[src/rtl/rmii_tx_framer.sv]
// RMII transmit framer: byte stream in, preamble/SFD/payload/pad/FCS out as LSB-first dibits, then IFG.
// A byte slot lasts four clk_rmii cycles; the following slot's byte is loaded on the slot's last cycle.
module rmii_tx_framer #(
  parameter int MIN_FRAME_LENGTH = 64,
  parameter int ENABLE_PADDING   = 1,
  parameter int IFG_BYTES        = 12
) (
  input  logic        clk_rmii,
  input  logic        rstn,
  input  logic [7:0]  s_tdata,
  input  logic        s_tvalid,
  input  logic        s_tlast,
  output logic        s_tready,
  output logic [1:0]  txd,
  output logic        tx_en,
  output logic        busy,
  output logic        tx_done,
  output logic        underrun,
  output logic [31:0] fcs
);
  localparam int IFG_CYC = IFG_BYTES * 4;
  localparam int IFG_W   = $clog2(IFG_CYC + 1);
  localparam logic [10:0]      PAD_TGT  = 11'(MIN_FRAME_LENGTH - 4);
  // The IDLE cycle before the next frame counts toward the gap, hence -2.
  localparam logic [IFG_W-1:0] IFG_LAST = IFG_W'(IFG_CYC - 2);

  typedef enum logic [2:0] {S_IDLE, S_PRE, S_SFD, S_DATA, S_PAD, S_FCS, S_IFG} state_e;

  state_e           state_q, state_d;
  logic [1:0]       ph_q, txd_q;
  logic [7:0]       sr_q, ld_byte, fcs_nxt;
  logic [2:0]       slot_q;
  logic [10:0]      cnt_q;
  logic [31:0]      crc_q, fcs_q;
  logic [IFG_W-1:0] ifg_q;
  logic             last_q, tx_en_q, done_q, und_q;
  logic             slot_end, pad_need, start, take, ld, crc_en;

  function automatic logic [31:0] crc8(input logic [31:0] c, input logic [7:0] b);
    logic [31:0] r;
    r = c ^ {24'h0, b};
    for (int i = 0; i < 8; i++) r = r[0] ? ((r >> 1) ^ 32'hEDB88320) : (r >> 1);
    return r;
  endfunction

  assign slot_end = (ph_q == 2'd3);
  assign pad_need = (ENABLE_PADDING != 0) && (cnt_q < PAD_TGT);
  assign start    = (state_q == S_IDLE) && s_tvalid;

  always_ff @(posedge clk_rmii) begin
    if (!rstn) state_q <= S_IDLE;
    else       state_q <= state_d;
  end

  always_comb begin
    state_d = state_q;
    case (state_q)
      S_IDLE: if (s_tvalid) state_d = S_PRE;
      S_PRE:  if (slot_end && slot_q == 3'd6) state_d = S_SFD;
      S_SFD:  if (slot_end) state_d = s_tvalid ? S_DATA : S_IFG;
      S_DATA: if (slot_end) begin
        if (!last_q)       state_d = s_tvalid ? S_DATA : S_IFG;
        else if (pad_need) state_d = S_PAD;
        else               state_d = S_FCS;
      end
      S_PAD:  if (slot_end && cnt_q == PAD_TGT) state_d = S_FCS;
      S_FCS:  if (slot_end && slot_q == 3'd3) state_d = S_IFG;
      S_IFG:  if (ifg_q == IFG_LAST) state_d = S_IDLE;
      default: state_d = S_IDLE;
    endcase
  end

  always_comb begin
    s_tready = slot_end && (state_q == S_SFD || (state_q == S_DATA && !last_q));
    take     = s_tready && s_tvalid;
    ld       = start || (state_q != S_IDLE && slot_end &&
                         (state_d inside {S_PRE, S_SFD, S_DATA, S_PAD, S_FCS}));
    case (slot_q[1:0])
      2'd0:    fcs_nxt = fcs_q[15:8];
      2'd1:    fcs_nxt = fcs_q[23:16];
      default: fcs_nxt = fcs_q[31:24];
    endcase
    case (state_d)
      S_PRE:   ld_byte = 8'h55;
      S_SFD:   ld_byte = 8'hD5;
      S_DATA:  ld_byte = s_tdata;
      S_FCS:   ld_byte = (state_q == S_FCS) ? fcs_nxt : ~crc_q[7:0];
      default: ld_byte = 8'h00;
    endcase
    crc_en = ld && (state_d == S_DATA || state_d == S_PAD);
  end

  always_ff @(posedge clk_rmii) begin
    if (!rstn) begin
      ph_q    <= 2'd0;
      sr_q    <= 8'h00;
      txd_q   <= 2'd0;
      tx_en_q <= 1'b0;
      slot_q  <= 3'd0;
      cnt_q   <= 11'd0;
      last_q  <= 1'b0;
      crc_q   <= 32'hFFFFFFFF;
      fcs_q   <= 32'h0;
      ifg_q   <= '0;
      done_q  <= 1'b0;
      und_q   <= 1'b0;
    end else begin
      done_q <= (state_q == S_FCS) && (state_d == S_IFG);
      ifg_q  <= (state_q == S_IFG) ? ifg_q + IFG_W'(1) : '0;
      if (ld) begin
        txd_q   <= ld_byte[1:0];
        sr_q    <= {2'b00, ld_byte[7:2]};
        ph_q    <= 2'd0;
        tx_en_q <= 1'b1;
        slot_q  <= (state_d == state_q) ? slot_q + 3'd1 : 3'd0;
      end else begin
        txd_q <= sr_q[1:0];
        sr_q  <= {2'b00, sr_q[7:2]};
        ph_q  <= ph_q + 2'd1;
      end
      if (state_d == S_IFG && state_q != S_IFG) begin
        tx_en_q <= 1'b0;
        txd_q   <= 2'd0;
        sr_q    <= 8'h00;
      end
      if (start) begin
        crc_q  <= 32'hFFFFFFFF;
        cnt_q  <= 11'd0;
        last_q <= 1'b0;
        und_q  <= 1'b0;
      end else begin
        if (crc_en) begin
          crc_q <= crc8(crc_q, ld_byte);
          if (cnt_q != 11'h7FF) cnt_q <= cnt_q + 11'd1;
        end
        if (take && s_tlast) last_q <= 1'b1;
        if (s_tready && !s_tvalid) und_q <= 1'b1;
      end
      if (state_d == S_FCS && state_q != S_FCS) fcs_q <= ~crc_q;
    end
  end

  assign txd      = txd_q;
  assign tx_en    = tx_en_q;
  assign busy     = (state_q != S_IDLE);
  assign tx_done  = done_q;
  assign underrun = und_q;
  assign fcs      = fcs_q;
endmodule

[config.mk]
export PLATFORM = sky130hd
export DESIGN_NAME = rmii_tx_framer
export DESIGN_NICKNAME = d
export VERILOG_FILES = /design/src/rtl/rmii_tx_framer.sv
export SDC_FILE = /design/constraint.sdc
export NUM_CORES = 1
export LEC_CHECK = 0
export BUFFER_PORTS_ARGS = -buffer_cell sky130_fd_sc_hd__buf_2
export CORE_MARGIN = 2
export CORE_UTILIZATION = 40
export DETAILED_ROUTE_END_ITERATION = 8
export PLACE_DENSITY = 0.69
export SYNTH_ARGS = -nofsm -noshare
export SYNTH_HDL_FRONTEND = slang
export SYNTH_SLANG_ARGS = --single-unit
[constraint.sdc]
create_clock -name clk_rmii -period 4.2 [get_ports clk_rmii]
set_clock_uncertainty 0.15 [all_clocks]
set_input_delay 0.21 -clock clk_rmii [delete_from_list [all_inputs] [get_ports clk_rmii]]
set_output_delay 0.21 -clock clk_rmii [all_outputs]
set_load 0.01 [all_outputs]
==> summary.txt <==
Cells and area
  – Final Non-Filler Cells: 801
  – Fraction of final layout cells sized beyond drive strength 1: 18.24%
  – Commonest non-fill, non-tap cell in the layout: dfxtp_1
  – Layout area overhead: 13.43%
  – Commonest cells after routing, fill and taps aside: 101 x dfxtp_1, 73 x nand2_1, 50 x nor2_1, 50 x buf_2, 43 x xnor2_1
  – Fillers: 1,268
  – Diodes inserted: 0
  – Fin nets: 642

Global route
  – All-layer global routing usage: 19.49%
  – Initial antenna violation count: 0
  – Largest net degree at the start of global routing: 65
  – First-pass GRT wire length: 21.64 mm
  – Vias in the first global route: 3,956
  – Grt ovf: 0

Placed design
  – Placed Instances: 784
  – Routability-driven placement congestion ratio: 0.9547
  – Port bufs: 50
  – Post-detail-place hpwl: 10.03 mm

STA
  – Slew of the pin with the lowest slew margin: 1080 ps
  – Final setup TNS: 0 ps
  – RSZ-0062 raised after global routing: no
  – Final period utilization: 91.71%
  – Hold Slack: 43.79 ps
  – Final setup violation count: 0
  – Slew Limit Headroom: 28.02%
  – Hold Vio Cnt, Final: 0
  – Final Max Tran Viols: 0
  – Max Freq: 259.6 MHz
  – Tmin final: 3852 ps

Logic synthesis
  – Most used DFF post-synth: dfxtp_1
  – Post-synthesis mux area share: 2.262%
  – Synth cell types: 80
  – Synth Area in Simple Gates: 20.14%
  – Compound-gate portion of the synthesized area: 20.24%
  – Combinational family with the most area after synthesis: compound AO/OA/AOI/OAI gates
  – Yosys warns: 0
  – Syn Nets: 605
  – Post-Synth Adder-Cell Area: 2.332%
  – Syn Area/Cell: 9.205 sq um
  – FFs w/ async S/R, synth: 0%
  – Post-Synth XOR/XNOR Area: 13.76%
  – Syn Inst Count: 583
  – Post-synth EDFFs: 0
  – Sequential area share after synthesis: 37.68%
  – Syn Std Cell Area: 0.005366 sq mm
  – Register bit total from synthesis: 101

Critical path
  – Worst R2R Setup Slack: 350 ps
  – Startpoint types: flip-flop
  – R2R Path Start: state_q[0]$_SDFF_PN0_
  – R2r endpoint: crc_q[20]$_SDFFE_PP1P_
  – Worst Path Arrival: 3950 ps
  – Req. time, crit path: 4300 ps
  – Type of the worst setup path: flip-flop to flip-flop
  – Worst reg2reg path depth: 11
  – CP endpoint kind: flip-flop
  – Crit-path max FO: 15

Die
  – Initial Util: 40.68%
  – Core Footprint: 0.01319 sq mm
  – Die Y: 119.8 um
  – DIE AREA: 0.01436 sq mm
  – Row count: 42
  – Die Wd: 119.8 um
  – I/O pins: 51

Clock network
  – Clk Latency, worst-skew pair: 360 ps
  – Clk buf depth: 2
  – CTS tree: done
  – Total CTS buffers: 9
  – # clock sinks: 101
  – H-tree depth: 3
  – Clock transition at path regs: 70 ps
  – Post-CTS Setup Inserts: 0
  – Cts repair resizes: 0
  – Root buffer cell: clkbuf_16
  – Post-CTS Hold Fix Bufs: 1

Detailed routing
  – Via count: 4,335
  – DRT iter0 DRCs: 303
  – Via density: 5.412
  – DRT Pass-1 Iters: 5
  – Drt total wl: 13.70 mm
  – DRT antenna net count: 0
  – DRC viols: 0
  – Wire per inst: 17.11 um

Status
  – Status: complete, no violations

Pwr
  – Pwr/cell area: 337.9 mW/mm^2
  – Max VDD drop: 0.2114 mV
  – P_leak: 2.675 nW

Flow run
  – Max-Cap Viols: 0

Min path
  – Hold Crit Class: input port to flip-flop
  – Hold path endpoint: last_q$_SDFFE_PP0P_
  – Worst hold stages: 3
  – Hold path startpoint: s_tvalid
worst max path at each step:
stage,start,endpoint,slack (ps),depth (start not counted)
after floorplan,slot_q[1]$_SDFFE_PN0N_,crc_q[20]$_SDFFE_PP1P_,850,14
after global placement,ph_q[0]$_SDFF_PP0_,crc_q[19]$_SDFFE_PP1P_,460,10
after detailed placement,state_q[0]$_SDFF_PN0_,crc_q[23]$_SDFFE_PP1P_,370,11
after CTS,state_q[0]$_SDFF_PN0_,crc_q[20]$_SDFFE_PP1P_,350,11
after global routing,state_q[0]$_SDFF_PN0_,crc_q[23]$_SDFFE_PP1P_,120,11
final,state_q[0]$_SDFF_PN0_,crc_q[20]$_SDFFE_PP1P_,350,11
cells in the mapped netlist (10+ instances only):
cell      number  area, sq um
ha_1          10        125.1
nand3_1       14        70.07
nor2b_1       10        62.56
clkbuf_1      22        82.58
nand4_1       11        68.82
dfxtp_1      101         2022
o211ai_1      25        187.7
o211a_1       19        190.2
a21oi_1       30        150.1
nor2_1        50        187.7
inv_1         10        37.54
o21ai_0       15        75.07
xnor2_1       43        376.6
nand2_1       74        277.8
xor2_1        21        183.9
state kept, by name, indices dropped and copies added (netlist names):
register	flops
fcs	32
state_q	3
ph_q	2
slot_q	3
ifg_q	6
last_q	1
cnt_q	11
txd	2
sr_q	6
underrun	1
tx_en	1
tx_done	1
crc_q	32
worst max-delay path, stage by stage, from the launching register on:
cell	delay, ps
dfxtp_1	730
nand2_1	220
a211oi_4	350
o211ai_4	140
a31oi_4	300
o2bb2ai_1	280
mux2i_1	530
xnor2_2	230
xnor3_1	310
xnor3_2	270
xnor2_1	160
o21ai_1	70
final cells by class:
cell class / count / area (sq um) / area share [%]
Timing Repair Buffer: 60 / 340.3 / 5.591
Clock buffer: 10 / 229.0 / 3.762
Sequential cell: 101 / 2022 / 33.22
Tap cell: 176 / 220.2 / 3.618
Multi-Input combinational cell: 438 / 3169 / 52.07
Inverter: 10 / 37.54 / 0.6166
Clock inverter: 6 / 68.82 / 1.131
per-stage QoR:
step	power [mW]	setup slack (ps)	instance area, sq um	utilization (%)
3_3_place_gp	1.230	455.9	5779	43.82
4_1_cts	2.076	348.7	6087	46.15
5_1_grt	2.141	124.3	6087	46.15
3_5_place_dp	1.229	369.3	5779	43.82
6_report	2.057	348.0	6087	46.15
2_1_floorplan	1.174	845.8	5366	-
report_power, final:
group / internal, mW / total (mW) / switching [mW] / leakage, nW
combinational: 0.101 / 0.234 / 0.133 / 1.71
clock: 0.469 / 0.847 / 0.378 / 0.149
sequential: 0.967 / 0.976 / 0.00905 / 0.817
total: 1.54 / 2.06 / 0.521 / 2.68
layer usage:
metal	routed length (um)	global-route usage (%)	share of wire [%]	vias to the layer above
met5	0	0	0	-
met4	167	6.029	1.2	0
met3	712	4.087	5.2	10
met2	6226	29.57	45	134
met1	6597	27.76	48	2065
li1	-	-	-	2126
kinds of logic after synthesis:
kind of cell             after synthesis
AO/OA/AOI/OAI                        139
XOR/XNOR                              73
adder cells (fa/ha/maj)               10
buffers and inverters                 44
flip-flops                           101
multiplexers                           8
AND/OR/NAND/NOR                      208
Power figures use the tool's default switching activity.
